## config.mk

```make
export PLATFORM = sky130hd
export DESIGN_NAME = switch_cfg_writer
export DESIGN_NICKNAME = d
export VERILOG_FILES = /design/src/rtl/switch_cfg_writer.sv
export SDC_FILE = /design/constraint.sdc
export NUM_CORES = 1
export LEC_CHECK = 0
export ABC_AREA = 0
export BUFFER_PORTS_ARGS = -buffer_cell sky130_fd_sc_hd__buf_2
export CAP_MARGIN = 20
export CORE_ASPECT_RATIO = 1.75
export CORE_MARGIN = 2
export CORE_UTILIZATION = 41
export CTS_BUF_LIST = sky130_fd_sc_hd__clkbuf_4
export CTS_CLUSTER_SIZE = 20
export DETAILED_ROUTE_END_ITERATION = 10
export GPL_ROUTABILITY_DRIVEN = 0
export SLEW_MARGIN = 20
export SYNTH_ARGS = -nofsm -noshare
export SYNTH_HDL_FRONTEND = slang
export SYNTH_SLANG_ARGS = --single-unit
```

## constraint.sdc

```tcl
create_clock -name clk -period 2.5 [get_ports clk]
set_input_delay 0.125 -clock clk [delete_from_list [all_inputs] [get_ports clk]]
set_output_delay 0.125 -clock clk [all_outputs]
set_load 0.02 [all_outputs]
```

## src/rtl/switch_cfg_writer.sv

```systemverilog
// switch_cfg_writer: consumes FMT_SWITCH_CFG packets and programs the switch
// routing table. It also provides the combinational (req, dest) lookup port.
// Optional feature macro: SWITCH_CFG_SHADOW_EN. When it is defined, writes go
// to a shadow table, and the live table takes the shadow only when an
// error-free packet reaches COMMIT.
module switch_cfg_writer #(
  parameter logic [4:0] NODE           = 5'd1,
  parameter int         BUFFERS        = 4,
  parameter int         TABLE_ENTRIES  = 32,
  parameter logic [3:0] FMT_SWITCH_CFG = 4'h2,
  localparam int        OUT_W          = $clog2(BUFFERS),
  localparam int        IDX_W          = $clog2(TABLE_ENTRIES)
) (
  input  logic             clk,
  input  logic             n_rst,
  input  logic             flit_valid,
  output logic             flit_ready,
  input  logic [31:0]      flit_payload,
  input  logic [4:0]       lookup_req,
  input  logic [4:0]       lookup_dest,
  output logic             lookup_hit,
  output logic [OUT_W-1:0] lookup_out_sel,
  output logic             cfg_done,
  output logic             cfg_err,
  output logic [6:0]       cfg_count,
  output logic             busy
);

  typedef enum logic [1:0] {S_IDLE, S_DATA, S_COMMIT, S_DONE} state_t;

  typedef struct packed {
    logic             v;
    logic [4:0]       req;
    logic [4:0]       dest;
    logic [OUT_W-1:0] sel;
  } entry_t;

  state_t     r_state, w_next;
  logic [6:0] r_remain, r_count;
  logic       r_err;
  entry_t     r_tbl [TABLE_ENTRIES];
`ifdef SWITCH_CFG_SHADOW_EN
  entry_t     r_shd [TABLE_ENTRIES];
`endif

  // Decoded flit fields. The header and data interpretations share the same
  // payload word; which one applies depends on the current state.
  logic             w_xfer, w_hdr_bad, w_idx_ok, w_wr, w_unused;
  logic [6:0]       w_hdr_n;
  logic [IDX_W-1:0] w_widx;
  entry_t           w_entry;

  assign w_xfer    = flit_valid && flit_ready;
  assign w_hdr_n   = flit_payload[22:16];
  assign w_hdr_bad = (flit_payload[31:28] != FMT_SWITCH_CFG) ||
                     (flit_payload[27:23] != NODE);
  assign w_idx_ok  = {1'b0, flit_payload[31:24]} < 9'(TABLE_ENTRIES);
  assign w_widx    = flit_payload[24 +: IDX_W];
  assign w_entry   = '{v:    flit_payload[10],
                       req:  flit_payload[23:19],
                       dest: flit_payload[18:14],
                       sel:  flit_payload[11 +: OUT_W]};
  assign w_wr      = (r_state == S_DATA) && w_xfer && w_idx_ok;
  // The reserved bits and the sel bits above OUT_W are ignored on purpose.
  assign w_unused  = ^{flit_payload[9:0], flit_payload[13:11]};

  // State register
  always_ff @(posedge clk or negedge n_rst) begin
    if (!n_rst) r_state <= S_IDLE;
    else        r_state <= w_next;
  end

  // Next-state logic and status outputs.
  // cfg_err and cfg_count are forced to zero outside the DONE cycle.
  always_comb begin
    w_next     = r_state;
    flit_ready = 1'b0;
    busy       = (r_state != S_IDLE);
    cfg_done   = 1'b0;
    cfg_err    = 1'b0;
    cfg_count  = 7'd0;
    case (r_state)
      S_IDLE: begin
        flit_ready = 1'b1;
        if (w_xfer) w_next = (w_hdr_bad || w_hdr_n == 7'd0) ? S_DONE : S_DATA;
      end
      S_DATA: begin
        flit_ready = 1'b1;
        if (w_xfer && r_remain == 7'd1) w_next = S_COMMIT;
      end
      S_COMMIT: w_next = S_DONE;
      S_DONE: begin
        w_next   = S_IDLE;
        cfg_done = 1'b1;
        cfg_err  = r_err;
`ifdef SWITCH_CFG_SHADOW_EN
        // A discarded shadow means no entry was written.
        cfg_count = r_err ? 7'd0 : r_count;
`else
        cfg_count = r_count;
`endif
      end
      default: w_next = S_IDLE;
    endcase
  end

  // Packet bookkeeping: flits still to come, entries written, sticky error
  always_ff @(posedge clk or negedge n_rst) begin
    if (!n_rst) begin
      r_remain <= 7'd0;
      r_count  <= 7'd0;
      r_err    <= 1'b0;
    end else if (w_xfer) begin
      if (r_state == S_IDLE) begin
        r_remain <= w_hdr_n;
        r_count  <= 7'd0;
        r_err    <= w_hdr_bad;
      end else if (r_state == S_DATA) begin
        r_remain <= r_remain - 7'd1;
        if (!w_idx_ok) r_err   <= 1'b1;
        else           r_count <= r_count + 7'd1;
      end
    end
  end

`ifdef SWITCH_CFG_SHADOW_EN
  // Table storage: the shadow is loaded at packet start and takes the data
  // writes. The live table copies it in COMMIT only when the packet is clean.
  always_ff @(posedge clk or negedge n_rst) begin
    if (!n_rst) begin
      for (int i = 0; i < TABLE_ENTRIES; i++) begin
        r_tbl[i] <= '0;
        r_shd[i] <= '0;
      end
    end else begin
      if (r_state == S_IDLE && w_next == S_DATA)
        for (int i = 0; i < TABLE_ENTRIES; i++) r_shd[i] <= r_tbl[i];
      if (w_wr) r_shd[w_widx] <= w_entry;
      if (r_state == S_COMMIT && !r_err)
        for (int i = 0; i < TABLE_ENTRIES; i++) r_tbl[i] <= r_shd[i];
    end
  end
`else
  // Table storage: each accepted data flit with an in-range index writes live
  always_ff @(posedge clk or negedge n_rst) begin
    if (!n_rst) begin
      for (int i = 0; i < TABLE_ENTRIES; i++) r_tbl[i] <= '0;
    end else if (w_wr) begin
      r_tbl[w_widx] <= w_entry;
    end
  end
`endif

  // Lookup: the scan runs from high to low index so that the lowest-index hit
  // sets the final result
  always_comb begin
    lookup_hit     = 1'b0;
    lookup_out_sel = '0;
    for (int i = TABLE_ENTRIES - 1; i >= 0; i--) begin
      if (r_tbl[i].v && r_tbl[i].req == lookup_req && r_tbl[i].dest == lookup_dest) begin
        lookup_hit     = 1'b1;
        lookup_out_sel = r_tbl[i].sel;
      end
    end
  end

endmodule
```

==> impl_metrics.env <==
export IMPL_postSynthAreaPerCell_um2=12.5
export IMPL_timing_rr_start="r_state[1]$_DFFE_PN0P_"
export IMPL_max_slew_worst_pin_slew_ps=1010
export IMPL_final_hold_viol_count=0
export IMPL_ctsHtreeMaxLevel=3
export IMPL_dpl_hpwl_um=41800
export IMPL_postLayoutSetupSlackWorst_ps=-1020
export IMPL_worstRegToRegCells=8
export IMPL_p_int_uw=10900
export IMPL_grt_overflow=0
export IMPL_fin_nets=2061
export IMPL_critical_path_class="flop to output port"
export IMPL_power_density_nw_per_um2=588
export IMPL_drive_gt1_share_pct=41.8
export IMPL_syn_inst=1744
export IMPL_cts_buffer_depth=3
export IMPL_cp_required_ps=2380
export IMPL_slew_headroom_pct=32.7
export IMPL_startpoint_type="flop"
export IMPL_p_leak_uw=0.0119
export IMPL_drt_iter0_markers=720
export IMPL_critPathMaxFanout=3
export IMPL_cts_root_buffer="clkbuf_4"
export IMPL_reg2reg_slack_ps=100
export IMPL_io_pin_count=59
export IMPL_numCtsBuffers=103
export IMPL_firstDrtPassIters=5
export IMPL_combPwrFrac_pct=14.0
export IMPL_die_area_um2=55000
export IMPL_rsz0062_at_grt="yes"
export IMPL_period_needed_ps=3520
export IMPL_grt_util_all_layers_pct=23.7
export IMPL_post_route_drc_count=0
export IMPL_design_area_um2=25700
export IMPL_clkTransAtPathRegs_ps=70
export IMPL_most_common_layout_cells="433 x dfrtp_1, 414 x mux2_2, 284 x xnor2_1"
export IMPL_antenna_found_initial=1
export IMPL_die_w_um=178
export IMPL_peakVddDrop_v=0.000251
export IMPL_p_sw_share_pct=28.1
export IMPL_start_util_pct=41.5
export IMPL_fin_tns_setup_ps=-2350
export IMPL_async_reset_ff_share_pct=100
export IMPL_yosys_warnings=0
export IMPL_violations="negative setup slack"
export IMPL_clkPwrFrac_pct=36.4
export IMPL_final_period_utilization_pct=141
export IMPL_synth_main_ff_cell="dfrtp_1"
export IMPL_hold_depth=2
export IMPL_synth_area_um2=21800
export IMPL_synth_net_count=1796
export IMPL_num_rows=111
export IMPL_wl_per_cell_um=22.9
export IMPL_syn_to_final_growth_pct=18.3
export IMPL_seq_area_frac_synth_pct=49.8
export IMPL_critPathCaptureType="output port"
export IMPL_seqPwrFrac_pct=49.5
export IMPL_vias=14900
export IMPL_fmax_mhz=284
export IMPL_wirelength_um=62900
export IMPL_synth_edf_count=0
export IMPL_holdPathEnd="r_tbl[406]$_DFFE_PN0P_"
export IMPL_ant_nets=0
export IMPL_ys_types=65
export IMPL_worstPathArrival_ps=3400
export IMPL_ys_ff_latch=433
export IMPL_min_path_type="input pin to flop"
export IMPL_setup_viol=3
export IMPL_vias_per_cell=5.43
export IMPL_fin_util_pct=49.2
export IMPL_max_cap_violations=0
export IMPL_reg2reg_to="r_tbl[15]$_DFFE_PN0P_"
export IMPL_clk_latency_ps=840
export IMPL_post_dp_cell_area_um2=24000
export IMPL_final_max_slew_viol_count=0
export IMPL_grt_pass1_wl_um=96800
export IMPL_switchingPower_uw=4250
export IMPL_tritoncts_num_sinks=433
export IMPL_cts_tree="built"
export IMPL_outcome="complete, but fails checks"
export IMPL_core_um2=52400
export IMPL_final_common_cell="dfrtp_1"
export IMPL_port_buffers=47
export IMPL_grt_max_degree=58
export IMPL_worstHoldStart="flit_payload[15]"
export IMPL_grt_pass1_vias=16200
export IMPL_die_y_um=309
export IMPL_fin_skew_ps=56.6
==> synth_stat cells, types with 15 or more instances <==
cell	number	share of area (%)
o21ai_0	21	0.48
nand3_1	49	1.1
buf_6	29	1.5
dfrtp_1	433	50
a21oi_1	15	0.35
xnor2_1	288	12
mux2_2	414	21
nand4_1	73	2.1
nor3_1	34	0.78
clkbuf_1	47	0.81
or3_1	18	0.52
inv_1	16	0.28
nor2_1	34	0.59
nand2_1	46	0.79
buf_1	18	0.31
xor2_1	35	1.4
nor4_1	20	0.58
buf_2	21	0.48
==> layout make-up <==
cell class / count / area [µm²]
flip-flops and latches: 433 / 10800
clock buffers: 136 / 1020
multi-input cells: 1171 / 10300
clock inverters: 26 / 156
fillers: 4651 / 26600
diodes: 1 / 2.50
well taps: 678 / 848
repair buffers: 283 / 2510
inverters: 17 / 63.8
==> cells by family (layout without fill, tap and decap cells) <==
| group | Yosys count | count (layout) | share of synthesized area (%) |
|---|---|---|---|
| buffers and inverters | 140 | 462 | 3.74 |
| xor gates and xnor gates | 323 | 323 | 13.0 |
| muxes | 417 | 417 | 21.6 |
| adders and majority gates | 7 | 7 | 0.403 |
| AOI/OAI and AO/OA | 84 | 84 | 2.72 |
| other | 0 | 1 | 0 |
| and+or+nand+nor | 340 | 340 | 8.75 |
| DFF | 433 | 433 | 49.8 |
==> worst max path at each step <==
stage	end	slack, ps	start	cells after the start
after CTS	lookup_out_sel[0]	-1040	r_tbl[16]$_DFFE_PN0P_	9
after global routing	lookup_out_sel[1]	-1120	r_tbl[16]$_DFFE_PN0P_	9
after floorplan	r_tbl[223]$_DFFE_PN0P_	60	r_state[1]$_DFFE_PN0P_	10
after global placement	lookup_out_sel[1]	-380	lookup_dest[3]	14
after detailed placement	lookup_out_sel[1]	-370	lookup_req[0]	12
final	lookup_out_sel[1]	-1020	r_tbl[16]$_DFFE_PN0P_	9
==> critical path, stage by stage, from the launching register on <==
cell	delay, ps
dfrtp_1	390
xor2_1	150
or3_1	380
or3_4	380
a221oi_4	350
o2111a_1	260
nor4_2	80
o211ai_1	250
nand2_1	150
buf_2	190
==> metrics by stage <==
| stage | setup slack, ps | std cells | power, µW | hold slack [ps] |
|---|---|---|---|---|
| after detailed placement | -370 | 2551 | 9660 | 159 |
| after global routing | -1120 | 2745 | 15900 | 137 |
| after CTS | -1040 | 2740 | 15300 | 114 |
| final | -1020 | 2745 | 15100 | 203 |
| after global placement | -376 | 2551 | 9600 | 157 |
| after floorplan | 55.8 | 1744 | 8810 | -171 |
==> power groups by stage <==
stage / Sequential, µW / Clock [µW] / Combinational, µW
floorplan: 7580 / 0 / 1240
global placement: 7620 / 0 / 1990
detailed placement: 7630 / 0 / 2030
CTS: 7500 / 5700 / 2080
global route: 7530 / 6030 / 2310
finish: 7500 / 5510 / 2130
==> metal layers <==
metal | wire [µm] | track usage (%) | share of wire (%)
met1 | 25600 | 28.0 | 41
met4 | 1690 | 9.11 | 2.7
met2 | 33200 | 42.4 | 53
met3 | 2430 | 3.99 | 3.9
met5 | 0 | 0 | 0
==> registers in the layout (all words and copies together) (netlist names) <==
signal and count:
r_tbl 416, r_count 7, r_remain 7, r_state 2, r_err 1
==> repair_timing <==
item,4_1_cts,5_1_grt
buffers inserted,0,5
gates resized for setup,27,17
setup endpoints to repair,24,64
hold buffers,27,0
pin swaps,9,10
hold endpoints to repair,600,0
(Power assumes the default switching activity.)
